$ cat config.mk
export PLATFORM = sky130hd
export DESIGN_NAME = led_seq_ctrl
export DESIGN_NICKNAME = d
export VERILOG_FILES = /design/src/rtl/led_pkg.sv /design/src/rtl/led_tick_gen.sv /design/src/rtl/led_seq_ctrl.sv
export SDC_FILE = /design/constraint.sdc
export NUM_CORES = 1
export LEC_CHECK = 0
export CAP_MARGIN = 10
export CORE_ASPECT_RATIO = 0.75
export CORE_MARGIN = 2
export CORE_UTILIZATION = 50
export DETAILED_ROUTE_END_ITERATION = 10
export GPL_TIMING_DRIVEN = 0
export PLACE_DENSITY_LB_ADDON = 0.1
export SYNTH_ARGS = -nofsm -noshare
export SYNTH_HDL_FRONTEND = slang
export SYNTH_SLANG_ARGS = --single-unit
export TNS_END_PERCENT = 100
$ cat constraint.sdc
create_clock -name clk -period 5.7 [get_ports clk]
set_input_delay 1.14 -clock clk [delete_from_list [all_inputs] [get_ports clk]]
set_output_delay 1.14 -clock clk [all_outputs]
set_load 0.05 [all_outputs]
$ cat src/rtl/led_pkg.sv
// Shared definitions for the LED pattern sequencer: mode codes and speed-select range.
package led_pkg;

    typedef enum logic [1:0] {
        MODE_OFF   = 2'd0,
        MODE_RUN_L = 2'd1,
        MODE_RUN_R = 2'd2,
        MODE_BLINK = 2'd3
    } mode_t;

    localparam int unsigned SPEED_W   = 2;
    localparam int unsigned SPEED_MAX = 3;

endpackage

$ cat src/rtl/led_tick_gen.sv
// Prescaler producing a step strobe every ((BASE_CNT+1) << speed) enabled cycles.
module led_tick_gen
    import led_pkg::*;
#(
    parameter int unsigned BASE_CNT = 3
) (
    input  logic               clk,
    input  logic               rst_n,
    input  logic               en,
    input  logic               clr,
    input  logic [SPEED_W-1:0] speed,
    output logic               step
);

    localparam int unsigned CNT_W = $clog2((BASE_CNT + 1) << SPEED_MAX);
    localparam logic [CNT_W-1:0] BASE_P1 = CNT_W'(BASE_CNT + 1);

    logic [CNT_W-1:0] r_cnt;
    logic [CNT_W-1:0] w_term;
    logic             w_at_term;

    // The slowest period may equal 2**CNT_W; the wrap of the shift then yields an all-ones term.
    always_comb begin
        w_term    = (BASE_P1 << speed) - CNT_W'(1);
        w_at_term = (r_cnt >= w_term);
    end

    assign step = en && w_at_term;

    always_ff @(posedge clk) begin
        if (!rst_n) begin
            r_cnt <= '0;
        end else if (clr) begin
            r_cnt <= '0;
        end else if (en) begin
            if (w_at_term) begin
                r_cnt <= '0;
            end else begin
                r_cnt <= r_cnt + CNT_W'(1);
            end
        end
    end

endmodule

$ cat src/rtl/led_seq_ctrl.sv
// LED pattern sequencer: mode FSM plus pattern register, stepped by the prescaled tick.
module led_seq_ctrl
    import led_pkg::*;
#(
    parameter int unsigned CLK_FREQ = 50_000_000,
    parameter int unsigned BASE_CNT = CLK_FREQ / 8 - 1,
    parameter int unsigned NUM_LED  = 4
) (
    input  logic               clk,
    input  logic               rst_n,
    input  logic               en,
    input  logic               mode_next,
    input  logic [SPEED_W-1:0] speed,
    output logic [NUM_LED-1:0] led,
    output logic [1:0]         mode,
    output logic               tick
);

    logic               w_step;
    mode_t              r_mode;
    mode_t              w_mode_nxt;
    mode_t              w_mode_inc;
    logic [NUM_LED-1:0] r_led;
    logic [NUM_LED-1:0] w_led_nxt;
    logic               r_tick;
    logic               w_tick_nxt;

    led_tick_gen #(
        .BASE_CNT (BASE_CNT)
    ) u_tick (
        .clk   (clk),
        .rst_n (rst_n),
        .en    (en),
        .clr   (mode_next),
        .speed (speed),
        .step  (w_step)
    );

    function automatic logic [NUM_LED-1:0] entry_pattern(input mode_t m);
        case (m)
            MODE_RUN_L: return NUM_LED'(1);
            MODE_RUN_R: return {1'b1, {(NUM_LED-1){1'b0}}};
            MODE_BLINK: return '1;
            default:    return '0;
        endcase
    endfunction

    function automatic logic [NUM_LED-1:0] advance(input mode_t m, input logic [NUM_LED-1:0] p);
        case (m)
            MODE_RUN_L: return {p[NUM_LED-2:0], p[NUM_LED-1]};
            MODE_RUN_R: return {p[0], p[NUM_LED-1:1]};
            MODE_BLINK: return ~p;
            default:    return '0;
        endcase
    endfunction

    // A mode change takes priority over a coincident step; the step is dropped.
    always_comb begin
        w_mode_inc = mode_t'(2'(r_mode + 2'd1));
        w_mode_nxt = r_mode;
        w_led_nxt  = r_led;
        w_tick_nxt = 1'b0;
        if (mode_next) begin
            w_mode_nxt = w_mode_inc;
            w_led_nxt  = entry_pattern(w_mode_inc);
        end else if (w_step) begin
            w_tick_nxt = 1'b1;
            w_led_nxt  = advance(r_mode, r_led);
        end
    end

    always_ff @(posedge clk) begin
        if (!rst_n) begin
            r_mode <= MODE_OFF;
            r_led  <= '0;
            r_tick <= 1'b0;
        end else begin
            r_mode <= w_mode_nxt;
            r_led  <= w_led_nxt;
            r_tick <= w_tick_nxt;
        end
    end

    assign led  = r_led;
    assign mode = r_mode;
    assign tick = r_tick;

endmodule

After elaboration in Yosys (flattened, before gate mapping)
Index checks and enable logic that the tools add are counted.

word-level totals
  bits in registers = 33
  latch bits = 0
  RAM bits = 0
  bits in read-only memories = 0
  output and inout port bits = 7
  logic and storage cells = 26
  memories kept = 0

cells by class
  add/subtract/negate cells = 3
  multipliers = 0
  divide/modulo/power cells = 0
  $lt $le $gt $ge = 1
  equal/unequal tests = 6
  shift operators = 1
  muxes and demuxes = 6
  bitwise logic cells = 2
  reduce and logical (&&, ||, !) cells = 3

operators with widths
  operator                 count
  $add A26 B1 Y26 const B  1
  $ge A26 B26 Y1           1
  $mux W26                 1
  $shl A23 B2 Y26 const A  1
  $sub A26 B1 Y26 const B  1
  $pmux W4 S3              2
  $eq A2 B2 Y1 const B     4
  $mux W4                  2
  $eq A2 B1 Y1 const B     2
  $not A4 Y4               1
  $add A2 B1 Y2 const B    1
  $reduce_bool A2 Y1       1
  $reduce_or A2 Y1         1
  $logic_and A1 B1 Y1      1
  $mux W1                  1
  $not A1 Y1               1

Logic depth before layout (Yosys ltp)
  depth in word-level cells = 6
  depth in mapped cells = 14
  gate-level depth less buffers = 12

Cells and area by module
From an unflattened synthesis, not the netlist that was laid out.

unflattened totals
  cell total of the unflattened synthesis = 262
  area total of the unflattened synthesis = 2346.0 um2

by module, submodules not included
  module        instances  cells each  area each (um2)  seq. area each (um2)
  led_tick_gen  1          217         1915.6           520.5
  led_seq_ctrl  1          45          430.4            140.1

Least setup slack after synthesis
No wires, ideal clock.

  kind = input port to flip-flop
  from = input port speed[0]
  to = register r_led[0], in the netlist led[0]
  setup time = 0.072 ns
  data arrival time = 3.137 ns
  required time = 5.628 ns
  slack = 2.491 ns
  stages = 12
  path through = nor2b_1 buf_6 inv_1 ha_1 ha_1 a21o_1 a31oi_1 o211ai_1 a21oi_1 o21ai_2 a21oi_1 mux2i_1

between the ends
  longest elaborated chain between the ends = 5

RTL lines
  item                                 line                text
  start, declared                      led_seq_ctrl.sv:13  input logic [SPEED_W-1:0] speed,
  $shl A23 B2 Y26                      led_tick_gen.sv:24  w_term = (BASE_P1 << speed) - CNT_W'(1);
  $sub A26 B1 Y26                      led_tick_gen.sv:24
  $ge A26 B26 Y1                       led_tick_gen.sv:25  w_at_term = (r_cnt >= w_term);
  $logic_and A1 B1 Y1                  led_tick_gen.sv:28  assign step = en && w_at_term;
  $reduce_bool A2 Y1 (no source line)  -
  end signal, assigned                 led_seq_ctrl.sv:79  r_led <= w_led_nxt;
  end, declared                        led_seq_ctrl.sv:23  logic [NUM_LED-1:0] r_led;

Every way passes these cells.
A chain may end at the register's enable or synchronous reset.

Worst setup path after layout
Ends and elaborated chain as after synthesis.

==> impl_metrics.ini <==
[run_status]
status = complete, no violations

[clock_tree]
root_buffer = clkbuf_8
cts_sinks = 33
cts_resized = 0
postCtsSetupBuffers = 0
cts_tree = built
h-tree-depth = 2
cts-hold-fix-buffers = 0
clk_pin_slew_ps = 70
cts_buffer_depth = 2
numCtsBuffers = 5
insertion_delay_ps = 290

[worst_setup_path]
cpPeakStageDelay_ps = 560
path_max_fanout = 8
worstPathArrival_ps = 4190
crit_slowest_cell = clkdlybuf4s50_1
startpoint_type = input port
worst-setup-path-type = in2reg
end_kind = register
path_delay_family = compound AO/OA/AOI/OAI gates
cp.required_ps = 5920
cp_num_buf_inv = 3
path_cells = clkdlybuf4s50_1, nor2b_1, buf_6, inv_1, ha_1, ha_1, a21o_1, a31oi_1, o211ai_1, a21oi_1, o21ai_2, a21oi_1, mux2i_1

[logic_synthesis]
synth_area_per_cell_um2 = 8.45
ys.flop_type = dfxtp_1
synthTopCellsByCount = dfxtp_1, nor2_1, ha_1, nand2_1, xor2_1
synth.most_common_cell = dfxtp_1
synth_edf_count = 0
ys_ff_latch = 33
synth_top_area_cell = dfxtp_1
async_flop_share_pct = 0
synth_seq_area_share_pct = 31.1
yosys.area.top_type_share_pct = 31.1
yosysWarnings = 0
synth.distinct_cells = 43
synthCells = 251
synth_area_um2 = 2120
synth.area.top_cells = dfxtp_1, ha_1, xor2_1, nor2_1, nand2_1

[timing]
setup_viol = 0
setup-tns-final_ps = 0
period_share_pct = 69.6
whs_ps = 525
skew_ps = 7.49
slew_headroom_pct = 65.3
fmax_mhz = 252
hold_violations = 0
drv_slew = 0
finalCriticalPeriod_ps = 3970
rsz0062_at_grt = false
worst_slew_pin_slew_ps = 519

[pwr]
power_per_cell_area_nw_per_um2 = 200
peakVddDrop_mv = 0.129
p_leak_uw = 0.00105
p_sw_share_pct = 28.3
clkPwrFrac_pct = 36.7
p_sw_uw = 135
p_seq_share_pct = 50.1
p_int_uw = 342
comb_power_share_pct = 13.3

[floorplan]
die_w_um = 79.2
placementRows = 20
die_h_um = 60.4
die_area_um2 = 4790
boundaryPins = 13
core_um2 = 4050
start_util_pct = 52.3

[global_routing]
grt_pass1_vias = 1485
grt-ovfl-total = 0
gr-usage-all-layers_pct = 19.8
antenna_found_initial = 0
grt_max_degree = 12
grt_pass1_wl_um = 7120

[layout]
instances_no_fill = 325
register_area_um2 = 661
num_antenna_cells = 0
n_fill_cell = 388
syn2layout_area_growth_pct = 12.2
multiInputGateArea_um2 = 1360
drive_gt1_share_pct = 6.67
final_nets = 301

[place]
dp.cells = 317
io_buffers = 10
place_hpwl_um = 3310
place_congestion = 0.825

[routing]
ant_nets = 0
wl_per_cell_um = 13.2
first_iter_violations = 141
first_pass_iters = 5
vias = 1781
drc = 0
wl_um = 4310
viasPerCell = 5.48

[flow_run]
cap_viol_max_count = 0

[worst_hold_path]
worstHoldPathType = reg2reg
[flip-flops by register name, indices dropped and copies added (netlist names)]
register	flops
led	4
tick	1
u_tick.r_cnt	26
mode	2
[metal layers]
metal	GRT usage [%]	routed length, um	up-vias
met3	6.25	225	8
li1	-	-	923
met1	29.1	2380	818
met4	9.61	80	0
met2	26.0	1620	32
met5	0	0	-
[placed cells by master (no fill, tap or decap), drive strengths merged, types with 6 or more instances in the layout]
cell,netlist,layout
a21o,6,6
and3,8,8
clkbuf,2,7
clkdlybuf4s50,0,10
dfxtp,33,33
ha,26,26
inv,17,17
nand2,20,20
nand3,11,11
nand4,10,10
nor2,28,28
o21ai,8,8
xor2,20,20
[through the flow]
| stage | worst slack (ps) | utilization (%) | power [uW] | area (um2) |
|---|---|---|---|---|
| after CTS | 1770 | 58.7 | 484 | 2380 |
| final | 1730 | 58.7 | 477 | 2380 |
| after floorplan | 2490 | - | 287 | 2130 |
| after global placement | 1480 | 56.6 | 306 | 2290 |
| after global routing | 1550 | 58.7 | 502 | 2380 |
| after detailed placement | 1460 | 56.6 | 306 | 2290 |
[cell type report]
cell class              count  area share, %
multi-input cells         195           57.0
flip-flops and latches     33           27.7
repair buffers             10           4.20
clock buffers               5           2.89
well taps                  55           2.89
inverters                  17           2.68
plain buffers               7           1.84
clock inverters             3          0.736
[worst register-to-register path: cells and delay by family, from the launching register on]
family / cells / cell delay [ps]
mux: 1 / 230
fa+ha+maj: 2 / 660
flops: 1 / 360
compound gates: 5 / 1100
[final timing paths]
path	from	to	slack, ps	cells past startpoint
max reg2reg	u_tick.r_cnt[19]$_SDFFE_PP0P_	led[0]$_SDFFE_PN0P_	3280	8
min reg2reg	u_tick.r_cnt[25]$_SDFFE_PP0P_	u_tick.r_cnt[25]$_SDFFE_PP0P_	530	2
max	speed[0]	led[0]$_SDFFE_PN0P_	1730	13
min	u_tick.r_cnt[25]$_SDFFE_PP0P_	u_tick.r_cnt[25]$_SDFFE_PP0P_	530	2
[kinds of logic (layout without fill, tap and decap cells)]
group           count (synthesis)  count (layout)  share of synthesized area (%)
simple gates                   97              97                           22.2
other cells                     2               3                          0.354
mux                             2               2                          0.943
flops                          33              33                           31.1
xor+xnor                       24              24                           9.91
compound gates                 42              42                           14.6
fa+ha+maj                      27              27                           15.9
buf+inv                        24              42                           5.07
[power by group through the flow]
stage	logic, uW	registers, uW	clock network [uW]
after global placement	62.1	244	0
after detailed placement	62.4	244	0
after global routing	70.1	240	192
after CTS	62.6	239	183
final	63.2	239	175
after floorplan	33.7	254	0
Power figures use the tool's default switching activity.
